[src/rtl/decoder_reg_onehot_pkg.sv]
// Shared types and helpers for the registered one-hot decoder.
// Holds the mode and state encodings plus a width helper.
package decoder_pkg;

  typedef enum logic {
    MODE_LATCH = 1'b0,
    MODE_PULSE = 1'b1
  } mode_e;

  typedef enum logic {
    ST_IDLE  = 1'b0,
    ST_PULSE = 1'b1
  } state_e;

  // Width needed to hold values 0..n-1, never less than one bit.
  function automatic int width_of(input int n);
    return (n <= 2) ? 1 : $clog2(n);
  endfunction

endpackage

[src/rtl/decoder_reg_onehot_dec.sv]
// Combinational binary-to-one-hot decode with an in-range flag.
// Codes at or above NUM_OUT produce an all-zero vector and in_range=0.
module onehot_dec #(
  parameter int SEL_W   = 2,
  parameter int NUM_OUT = 4
) (
  input  logic [SEL_W-1:0]   sel,
  output logic [NUM_OUT-1:0] onehot,
  output logic               in_range
);

  always_comb begin
    onehot   = '0;
    in_range = 1'b0;
    for (int i = 0; i < NUM_OUT; i++) begin
      if (sel == SEL_W'(i)) begin
        onehot[i] = 1'b1;
        in_range  = 1'b1;
      end
    end
  end

endmodule

[src/rtl/decoder_reg_onehot.sv]
// Registered one-hot decoder with LATCH/PULSE output modes and valid/ready intake.
// The decoded vector is registered, so sel never reaches d combinationally.
module decoder_reg_onehot
  import decoder_pkg::*;
#(
  parameter int SEL_W     = 2,
  parameter int NUM_OUT   = 4,
  parameter int PULSE_LEN = 4
) (
  input  logic               clk,
  input  logic               rst,
  input  logic               mode,
  input  logic               in_valid,
  output logic               in_ready,
  input  logic [SEL_W-1:0]   sel,
  output logic [NUM_OUT-1:0] d,
  output logic               d_valid,
  output logic               busy,
  output logic               err,
  input  logic               err_clr
);

  localparam int                CNT_W    = width_of(PULSE_LEN + 1);
  localparam logic [CNT_W-1:0] CNT_LOAD = CNT_W'(PULSE_LEN - 1);

  logic [NUM_OUT-1:0] dec_onehot;
  logic               dec_in_range;

  state_e             state_p1, state_nx;
  mode_e              mode_p1, mode_nx;
  logic [CNT_W-1:0]   cnt_p1, cnt_nx;
  logic [NUM_OUT-1:0] d_p1, d_nx;
  logic               dv_p1;
  logic               err_p1, err_nx;
  logic               accept;

  onehot_dec #(
    .SEL_W  (SEL_W),
    .NUM_OUT(NUM_OUT)
  ) u_dec (
    .sel     (sel),
    .onehot  (dec_onehot),
    .in_range(dec_in_range)
  );

  assign in_ready = (state_p1 == ST_IDLE);
  assign accept   = in_valid && in_ready;

  always_comb begin
    state_nx = state_p1;
    mode_nx  = mode_p1;
    cnt_nx   = cnt_p1;
    d_nx     = d_p1;
    // An out-of-range acceptance below overrides a coincident clear.
    err_nx   = err_p1 & ~err_clr;
    case (state_p1)
      ST_IDLE: begin
        if (accept) begin
          mode_nx = mode_e'(mode);
          if (!dec_in_range) begin
            d_nx   = '0;
            err_nx = 1'b1;
          end else begin
            d_nx = dec_onehot;
            if (mode_e'(mode) == MODE_PULSE) begin
              state_nx = ST_PULSE;
              cnt_nx   = CNT_LOAD;
            end
          end
        end
      end
      ST_PULSE: begin
        if (cnt_p1 == '0) begin
          d_nx     = '0;
          state_nx = ST_IDLE;
        end else begin
          cnt_nx = cnt_p1 - CNT_W'(1);
        end
      end
      default: state_nx = ST_IDLE;
    endcase
  end

  // ---- stage p1: registered outputs and control state ----
  always_ff @(posedge clk) begin
    if (rst) begin
      state_p1 <= ST_IDLE;
      mode_p1  <= MODE_LATCH;
      cnt_p1   <= '0;
      d_p1     <= '0;
      dv_p1    <= 1'b0;
      err_p1   <= 1'b0;
    end else begin
      state_p1 <= state_nx;
      mode_p1  <= mode_nx;
      cnt_p1   <= cnt_nx;
      d_p1     <= d_nx;
      dv_p1    <= |d_nx;
      err_p1   <= err_nx;
    end
  end

  assign d       = d_p1;
  assign d_valid = dv_p1;
  assign busy    = (state_p1 == ST_PULSE);
  assign err     = err_p1;

endmodule

[config.mk]
export PLATFORM = sky130hd
export DESIGN_NAME = decoder_reg_onehot
export DESIGN_NICKNAME = d
export VERILOG_FILES = /design/src/rtl/decoder_reg_onehot_pkg.sv /design/src/rtl/decoder_reg_onehot_dec.sv /design/src/rtl/decoder_reg_onehot.sv
export SDC_FILE = /design/constraint.sdc
export NUM_CORES = 1
export LEC_CHECK = 0
export ABC_AREA = 1
export BUFFER_PORTS_ARGS = -buffer_cell sky130_fd_sc_hd__buf_2
export CAP_MARGIN = 20
export CORE_AREA = 2 2 39 41
export DETAILED_ROUTE_END_ITERATION = 12
export DIE_AREA = 0 0 41 43
export PLACE_DENSITY = 0.73
export SYNTH_ARGS = -nofsm -noshare
export SYNTH_HDL_FRONTEND = slang
export SYNTH_HIERARCHICAL = 1
export SYNTH_SLANG_ARGS = --single-unit
[constraint.sdc]
create_clock -name clk -period 1.4 [get_ports clk]
set_clock_uncertainty 0.05 [all_clocks]
set_input_delay 0.14 -clock clk [delete_from_list [all_inputs] [get_ports clk]]
set_output_delay 0.14 -clock clk [all_outputs]
set_load 0.01 [all_outputs]
==> results of run 1 <==
worst reg2reg max path: stages (launching register included):
cell     delay, ns
dfxtp_1       0.32
inv_1         0.07
ha_1          0.19
nand2_1       0.16
nand2_2       0.12
nand2_2       0.11
nand3_2       0.07
a21oi_2       0.11
final timing paths:
path | startpoint | slack, ns | endpoint | cells after the start
worst min register to register | err$_SDFF_PP0_ | 0.42 | err$_SDFF_PP0_ | 2
worst min-delay path | err_clr | 0.08 | err$_SDFF_PP0_ | 4
worst max-delay path | cnt_p1[0]$_SDFFE_PP0P_ | 0.14 | cnt_p1[2]$_SDFFE_PP0P_ | 7
worst max register to register | cnt_p1[0]$_SDFFE_PP0P_ | 0.14 | cnt_p1[2]$_SDFFE_PP0P_ | 7
stage by stage:
step	util	power (mW)	setup slack [ns]	instances
3_5_place_dp	0.459	0.436	0.144	110
6_report	0.476	0.629	0.137	113
5_1_grt	0.476	0.670	0.0281	113
3_3_place_gp	0.459	0.434	0.144	110
2_1_floorplan	-	0.405	0.268	83
4_1_cts	0.476	0.636	0.0647	113
sequential cells by signal (all words and copies together) (netlist names):
signal / count
busy: 1
d_valid: 1
err: 1
cnt_p1: 3
d: 4
kinds of logic (layout without fill, tap and decap cells):
| logic type | count (synthesis) | in the layout | share of synthesized area |
|---|---|---|---|
| DFF | 10 | 10 | 0.350 |
| adders and majority gates | 2 | 2 | 0.0438 |
| AOI/OAI and AO/OA | 9 | 9 | 0.0875 |
| xor gates and xnor gates | 1 | 1 | 0.0153 |
| and+or+nand+nor | 44 | 44 | 0.365 |
| other | 1 | 1 | 0.00656 |
| buffers and inverters | 16 | 30 | 0.131 |
Yosys cell counts:
master	count
a21oi_1	7
inv_1	12
a21oi_2	1
nor2_4	1
nor3_2	1
nor2_1	10
nand3_2	2
buf_6	1
o22ai_1	1
dfxtp_1	10
inv_2	1
nand2_2	2
nand3_1	8
nand2_1	19
xor2_1	1
ha_1	2
conb_1	1
buf_4	2
or2_1	1
timing repair:
item,CTS,global route
endpoints found under the setup margin,0,1
resized for setup,0,1
hold buffers,0,0
power by group through the flow:
| stage | combinational [mW] | clock (mW) | sequential (mW) |
|---|---|---|---|
| 3_3_place_gp | 0.115 | 0 | 0.319 |
| 6_report | 0.119 | 0.196 | 0.314 |
| 3_5_place_dp | 0.116 | 0 | 0.320 |
| 2_1_floorplan | 0.0817 | 0 | 0.323 |
| 4_1_cts | 0.118 | 0.205 | 0.313 |
| 5_1_grt | 0.137 | 0.217 | 0.316 |
layer usage:
layer	track usage	wire length, µm
met1	0.157	469
met2	0.209	543
met3	0.0157	39
met4	0.120	12
met5	0	0
layout make-up:
class / count / area, µm² / area share
multi-input combinational: 57 / 297 / 0.450
inverter: 13 / 48.8 / 0.0740
clock buffer: 3 / 22.5 / 0.0342
sequential: 10 / 201 / 0.306
timing repair buffer: 14 / 70.1 / 0.106
tap: 16 / 20.0 / 0.0304
==> results.sh, run 1 <==
export IMPL_status="completed"
export IMPL_drtIter0Drc=11
export IMPL_post_cts_buffers=0
export IMPL_clk_latency_ns=0.26
export IMPL_grt_pass1_vias=432
export IMPL_endpoint_kind="register"
export IMPL_power_density_mw_per_mm2=954
export IMPL_diodes=0
export IMPL_hp_class="primary input to register"
export IMPL_setup_viol=0
export IMPL_crit_type="register to register"
export IMPL_post_dp_hpwl_um=798
export IMPL_cts_made_buffers=3
export IMPL_row_count=14
export IMPL_remaining_drc_errors=0
export IMPL_finalCritPeriodShare=0.902
export IMPL_ys_warnings_count=6
export IMPL_die_w_um=41
export IMPL_drive_gt1_frac=0.268
export IMPL_synthesis_area_um2=572
export IMPL_crit_slowest_cell="dfxtp_1"
export IMPL_pwr_share_clk=0.312
export IMPL_fp_dieH_um=43
export IMPL_root_buffer="clkbuf_4"
export IMPL_cp_arrival_ns=1.42
export IMPL_synth_top_area_share=0.350
export IMPL_syn_nets=92
export IMPL_wirelength_um=1060
export IMPL_clk_pin_slew_ns=0.06
export IMPL_io_buffer_count=14
export IMPL_p_sw_frac=0.288
export IMPL_cp_max_fo=5
export IMPL_p_comb_frac=0.189
export IMPL_firstDrtPassIters=4
export IMPL_io_pins=15
export IMPL_fill_cells=146
export IMPL_ant_nets=0
export IMPL_critPathRequiredTime_ns=1.55
export IMPL_grt_max_degree=11
export IMPL_tns_ns=0
export IMPL_layout_min_cycle_time_ns=1.26
export IMPL_h_tree_depth=1
export IMPL_cp_top_family="simple AND/OR/NAND/NOR gates"
export IMPL_seq_area_frac_synth=0.350
export IMPL_hold_slack_ns=0.0802
export IMPL_synth_distinct_cells=19
export IMPL_postPlaceCellArea_um2=636
export IMPL_finalMaxSlewViolations=0
export IMPL_clock_fmax_ghz=0.792
export IMPL_ys_ff_latch=10
export IMPL_via_per_inst=4.64
export IMPL_grt_ovfl_total=0
export IMPL_synth_cells=83
export IMPL_rsz0062_at_grt="no"
export IMPL_dieArea_mm2=0.00176
export IMPL_start_util=0.413
export IMPL_drv_cap=0
export IMPL_crit_top_cell="nand2_2"
export IMPL_antenna_found_initial=0
export IMPL_synth_area_per_cell_um2=6.89
export IMPL_nNetsFinal=108
export IMPL_layout_commonest_cell="nand2_1"
export IMPL_p_seq_frac=0.499
export IMPL_yosys_top_cells_area="dfxtp_1 35%, nand2_1 12%, inv_1 7.9%"
export IMPL_via_count=524
export IMPL_irDropWorstVdd_mv=0.383
export IMPL_p_switching_mw=0.181
export IMPL_startpoint_type="register"
export IMPL_avgRoutedWirePerCell_um=9.42
export IMPL_cell_internal_pwr_mw=0.448
export IMPL_clockBufferDepth=2
export IMPL_grt_pass1_wl_um=1610
export IMPL_grt_use_total=0.137
export IMPL_stdcell_area_um2=659
export IMPL_cpPeakStageDelay_ns=0.32
export IMPL_core_area_mm2=0.00138
export IMPL_yosys_area_top_type="dfxtp_1"
export IMPL_crit_buf_inv=1
export IMPL_gp_congestion=0.734
export IMPL_p_leak_nw=0.348
export IMPL_cts_tree="built"
export IMPL_mostFrequentLayoutCells="19 x nand2_1, 14 x buf_2, 12 x inv_1, 10 x nor2_1, 9 x dfxtp_1"
export IMPL_cts_sinks=10
export IMPL_crit_chain="inv_1, ha_1, nand2_1, nand2_2, nand2_2, nand3_2, a21oi_2"
export IMPL_hold_violations=0
export IMPL_area_growth_pct=15.3
No activity file was read; power rests on OpenSTA's default activity.
==> inputs of run 2 (changes only) <==
PLACE_DENSITY = 0.67   (was 0.73)
SYNTH_HIERARCHICAL = not set   (was 1)
==> run 2 against run 1 <==
Net effect:
- non-clock buffer count increased by 1
- sequential power is essentially flat
- design area down 5.9%
- worst hold slack better by 0.036 ns
- clock power decreased by 3%
- first-iteration DRC count is 9.1% higher
- clock-buffer cell count is the same
- routed wire length fell by 2.4%
- via count fell by 3.1%
- power is 1.3% higher
- core utilization shrank 2.8 points
- global-route usage is 0.88 points higher
- critical path type unchanged
- largest power group unchanged
==> results.sh, run 2 <==
export IMPL_status="completed"
export IMPL_synthesis_area_um2=499
export IMPL_cts_made_buffers=3
export IMPL_ys_async_sr_fraction=0
export IMPL_gp_congestion=0.712
export IMPL_layout_min_cycle_time_ns=1.31
export IMPL_synth_main_ff_cell="dfxtp_1"
export IMPL_via_count=508
export IMPL_power_density_mw_per_mm2=1030
export IMPL_h_tree_depth=1
export IMPL_synth_area_per_cell_um2=6.93
export IMPL_tns_ns=0
export IMPL_yosys_top_cells_area="dfxtp_1 40%, nand2_1 16%, inv_1 8.3%"
export IMPL_finalPower_mw=0.637
export IMPL_cp_max_fo=4
export IMPL_endpoint_kind="register"
export IMPL_core_area_mm2=0.00138
export IMPL_fp_dieH_um=43
export IMPL_root_buffer="clkbuf_4"
export IMPL_io_pins=15
export IMPL_remaining_drc_errors=0
export IMPL_worst_r2r_cell_count=8
export IMPL_post_dp_hpwl_um=746
export IMPL_nNetsFinal=100
export IMPL_avgRoutedWirePerCell_um=9.89
export IMPL_synth_edff_count=0
export IMPL_critPathRequiredTime_ns=1.55
export IMPL_hold_depth=2
export IMPL_yosys_area_top_type="dfxtp_1"
export IMPL_grt_max_degree=10
export IMPL_wirelength_um=1040
export IMPL_firstDrtPassIters=4
export IMPL_hp_class="primary input to register"
export IMPL_antenna_found_initial=0
export IMPL_irDropWorstVdd_mv=0.503
export IMPL_area_growth_pct=24.3
export IMPL_dieArea_mm2=0.00176
export IMPL_grt_use_total=0.146
export IMPL_ys_ff_latch=10
export IMPL_setup_viol=0
export IMPL_synth_cells=72
export IMPL_ys_warnings_count=0
export IMPL_clk_latency_ns=0.26
export IMPL_largest_reg_flops=4
export IMPL_tightest_slew_ns=0.183
export IMPL_diodes=0
export IMPL_cp_arrival_ns=1.45
export IMPL_drtIter0Drc=12
export IMPL_p_leak_nw=0.316
export IMPL_row_count=14
export IMPL_rsz0062_at_grt="no"
export IMPL_drive_gt1_frac=0.258
export IMPL_syn_nets=81
export IMPL_crit_type="register to register"
export IMPL_start_util=0.361
export IMPL_layout_commonest_cell="nand2_1"
export IMPL_synth_top_area_share=0.401
export IMPL_io_buffer_count=14
export IMPL_finalCritPeriodShare=0.935
export IMPL_synth_common_cells="21 x nand2_1, 11 x inv_1, 10 x dfxtp_1"
export IMPL_synth_distinct_cells=16
export IMPL_hold_violations=0
export IMPL_mostFrequentLayoutCells="21 x nand2_1, 14 x buf_2, 11 x inv_1, 10 x dfxtp_1, 7 x a21oi_1"
export IMPL_seq_area_frac_synth=0.401
export IMPL_fin_util=0.448
export IMPL_die_w_um=41
export IMPL_ant_nets=0
export IMPL_cts_tree="built"
export IMPL_post_cts_buffers=0
export IMPL_slew_headroom=0.878
export IMPL_grt_pass1_vias=410
export IMPL_hold_slack_ns=0.116
export IMPL_grt_pass1_wl_um=1690
export IMPL_drv_cap=0
export IMPL_cts_sinks=10
export IMPL_clock_fmax_ghz=0.764
export IMPL_startpoint_type="register"
export IMPL_finalMaxSlewViolations=0
export IMPL_synth_most_common_cell="nand2_1"
export IMPL_via_per_inst=4.84
export IMPL_clk_pin_slew_ns=0.06
export IMPL_clockBufferDepth=2
export IMPL_grt_ovfl_total=0
[run 2: path summary, 6_finish.rpt]
kind                          start                     end  slack, ns
max          cnt_p1[0]$_SDFFE_PP0P_  cnt_p1[2]$_SDFFE_PP0P_       0.09
min                             rst         d[3]$_SDFF_PP0_       0.12
max reg2reg  cnt_p1[0]$_SDFFE_PP0P_  cnt_p1[2]$_SDFFE_PP0P_       0.09
min reg2reg          err$_SDFF_PP0_          err$_SDFF_PP0_       0.38
[run 2: cells by family after synthesis]
family / Yosys count / synth area share
DFF: 10 / 0.401
buffers and inverters: 13 / 0.0977
AOI/OAI and AO/OA: 12 / 0.155
adders and majority gates: 2 / 0.0501
and+or+nand+nor: 35 / 0.296
[run 2: final cells by class]
class | instances | area, µm²
multi-input combinational | 49 | 253
timing repair buffer | 15 | 80.1
tap | 16 | 20.0
inverter | 12 | 45.0
clock buffer | 3 | 22.5
fill | 144 | 763
sequential | 10 | 200
[run 2: through the flow]
| stage | setup WS (ns) | instance area, µm² | instances |
|---|---|---|---|
| 2_1_floorplan | 0.237 | 499 | 72 |
| 3_3_place_gp | 0.148 | 586 | 101 |
| 3_5_place_dp | 0.131 | 586 | 101 |
| 4_1_cts | 0.0644 | 618 | 105 |
| 5_1_grt | 0.0150 | 621 | 105 |
| 6_report | 0.0914 | 621 | 105 |
[run 2: metal layers]
layer  global-route usage  wire, µm
met1                0.172       449
met2                0.213       513
met3               0.0942        74
met4               0.0400         0
met5                    0         0
[run 2: power by group]
| group | leakage, nW | switching, mW | internal, mW |
|---|---|---|---|
| Combinational | 0.220 | 0.0772 | 0.0545 |
| Sequential | 0.0824 | 0.0113 | 0.304 |
| Clock | 0.0138 | 0.0913 | 0.0990 |
[run 2: timing repair]
action,CTS,global route
hold endpoints to repair,1,0
hold buffers,1,0
resized for setup,0,1
setup endpoints to repair,0,2
[run 2: worst max-delay path, stage by stage (launching register included)]
cell	delay (ns)
dfxtp_1	0.30
inv_1	0.13
ha_2	0.24
nand2_1	0.08
nand2_1	0.09
o21ai_2	0.07
inv_1	0.09
nand2_1	0.05
a21oi_1	0.13
==> inputs of run 3 (changes only) <==
--- a/config.mk
+++ b/config.mk
@@ -7,10 +7,10 @@
 export LEC_CHECK = 0
 export ABC_AREA = 1
-export BUFFER_PORTS_ARGS = -buffer_cell sky130_fd_sc_hd__buf_2
 export CAP_MARGIN = 20
 export CORE_AREA = 2 2 39 41
 export DETAILED_ROUTE_END_ITERATION = 12
 export DIE_AREA = 0 0 41 43
-export PLACE_DENSITY = 0.67
+export DONT_BUFFER_PORTS = 1
+export PLACE_DENSITY = 0.58
 export SYNTH_ARGS = -nofsm -noshare
 export SYNTH_HDL_FRONTEND = slang
==> constraint.sdc (replaced) <==
create_clock -name clk -period 1.4 [get_ports clk]
set_clock_uncertainty 0.05 [all_clocks]
set_input_delay 0.07 -clock clk [delete_from_list [all_inputs] [get_ports clk]]
set_output_delay 0.07 -clock clk [all_outputs]
set_load 0.01 [all_outputs]
==> run 3 against run 2 <==
Net effect:
- first-iteration DRC count decreased by 42%
- global-route usage rose by 0.10 points
- core utilization shrank 1.4 points
- non-clock buffer count fell by 11
- critical path type unchanged
- largest cell class unchanged
- largest power group unchanged
- highest routed layer is now met4
==> results.sh, run 3 (synthesis results as in run 2) <==
export IMPL_status="completed"
export IMPL_h_tree_depth=1
export IMPL_mostFrequentLayoutCells="21 x nand2_1, 11 x inv_1, 10 x dfxtp_1, 7 x a21oi_1"
export IMPL_firstDrtPassIters=4
export IMPL_layout_min_cycle_time_ns=1.23
export IMPL_crit_slowest_cell="dfxtp_1"
export IMPL_tightest_slew_ns=0.325
export IMPL_clockBufferDepth=2
export IMPL_cts_sinks=10
export IMPL_drtIter0Drc=7
export IMPL_stdcell_area_um2=602
export IMPL_crit_type="register to register"
export IMPL_start_util=0.361
export IMPL_p_leak_nw=0.277
export IMPL_cp_max_fo=4
export IMPL_core_area_mm2=0.00138
export IMPL_drive_gt1_frac=0.139
export IMPL_post_dp_hpwl_um=698
export IMPL_crit_top_cell="nand2_1"
export IMPL_startpoint_type="register"
export IMPL_hold_violations=0
export IMPL_largest_reg_flops=4
export IMPL_antenna_found_initial=0
export IMPL_power_density_mw_per_mm2=1160
export IMPL_finalMaxSlewViolations=0
export IMPL_gp_congestion=0.761
export IMPL_cell_internal_pwr_mw=0.510
export IMPL_crit_chain="inv_1, ha_4, a21oi_4, nand2_1, nand2_1, nor2_1, a21oi_1"
export IMPL_clk_latency_ns=0.27
export IMPL_fp_dieH_um=43
export IMPL_grt_use_total=0.147
export IMPL_tns_ns=0
export IMPL_hp_class="primary input to register"
export IMPL_die_w_um=41
export IMPL_nNetsFinal=89
export IMPL_p_comb_frac=0.160
export IMPL_cp_arrival_ns=1.39
export IMPL_finalCritPeriodShare=0.882
export IMPL_grt_pass1_wl_um=1730
export IMPL_diodes=0
export IMPL_layout_commonest_cell="nand2_1"
export IMPL_postPlaceCellArea_um2=523
export IMPL_p_sw_frac=0.270
export IMPL_area_growth_pct=20.6
export IMPL_via_per_inst=4.64
export IMPL_clock_fmax_ghz=0.810
export IMPL_dieArea_mm2=0.00176
export IMPL_clk_pin_slew_ns=0.07
export IMPL_rsz0062_at_grt="no"
export IMPL_pwr_share_clk=0.382
export IMPL_setup_viol=0
export IMPL_grt_ovfl_total=0
export IMPL_remaining_drc_errors=0
export IMPL_grt_max_degree=10
export IMPL_critPathRequiredTime_ns=1.55
export IMPL_p_seq_frac=0.458
export IMPL_slew_headroom=0.782
export IMPL_grt_pass1_vias=436
export IMPL_ant_nets=0
export IMPL_drv_cap=0
export IMPL_avgRoutedWirePerCell_um=10.3
export IMPL_endpoint_kind="register"
export IMPL_p_switching_mw=0.189
export IMPL_cts_tree="built"
export IMPL_setup_ws_ns=0.165
export IMPL_io_buffer_count=0
export IMPL_via_count=441
export IMPL_cpPeakStageDelay_ns=0.34
export IMPL_io_pins=15
export IMPL_wirelength_um=977
export IMPL_fin_util=0.435
export IMPL_row_count=14
export IMPL_irDropWorstVdd_mv=0.619
export IMPL_cts_made_buffers=3
export IMPL_dp_slack_ns=0.155
export IMPL_root_buffer="clkbuf_4"
export IMPL_post_cts_buffers=0
[run 3: per-layer routing]
metal  GRT usage  wire (µm)
met1       0.208        454
met2       0.188        416
met3      0.0366         65
met4       0.100         40
met5           0          0
[run 3: through the flow]
| step | instances | hold slack (ns) | total power [mW] |
|---|---|---|---|
| after CTS | 95 | 0.00275 | 0.697 |
| after global placement | 88 | 0.0918 | 0.420 |
| after floorplan | 72 | 0.0918 | 0.405 |
| after global routing | 95 | 0.0278 | 0.743 |
| after detailed placement | 88 | 0.0919 | 0.420 |
| final | 95 | 0.000122 | 0.699 |
[run 3: path summary, 6_finish.rpt]
check                           slack, ns                   start                 end  depth (start not counted)
worst max-delay path                 0.17  cnt_p1[1]$_SDFFE_PP0P_  d_valid$_SDFF_PP0_                          7
worst min-delay path               0.0001                  sel[0]     d[0]$_SDFF_PP0_                          3
worst max register to register       0.17  cnt_p1[1]$_SDFFE_PP0P_  d_valid$_SDFF_PP0_                          7
worst min register to register       0.44          err$_SDFF_PP0_      err$_SDFF_PP0_                          2
[run 3: repair_timing]
item | CTS | global route
hold endpoints to repair | 10 | 0
setup endpoints to repair | 0 | 2
resized for setup | 0 | 2
hold buffers | 3 | 0
[run 3: area by class of cell]
type / count / area [µm²]
Fill cell: 141 / 782
Inverter: 12 / 45.0
Timing Repair Buffer: 4 / 37.5
Sequential cell: 10 / 200
Tap cell: 16 / 20.0
Clock buffer: 4 / 36.3
Multi-Input combinational cell: 49 / 263
[run 3: power by group through the flow]
| stage | registers (mW) | logic (mW) | clock network (mW) |
|---|---|---|---|
| 4_1_cts | 0.320 | 0.105 | 0.272 |
| 6_report | 0.320 | 0.112 | 0.267 |
| 3_3_place_gp | 0.327 | 0.0933 | 0 |
| 3_5_place_dp | 0.327 | 0.0934 | 0 |
| 5_1_grt | 0.323 | 0.133 | 0.288 |
| 2_1_floorplan | 0.326 | 0.0790 | 0 |
[run 3: critical path, delay by kind of cell, from the launching register on]
| kind | cells | cell delay (ns) |
|---|---|---|
| DFF | 1 | 0.34 |
| AOI/OAI and AO/OA | 2 | 0.32 |
| and+or+nand+nor | 3 | 0.20 |
| adders and majority gates | 1 | 0.18 |
| buffers and inverters | 1 | 0.09 |
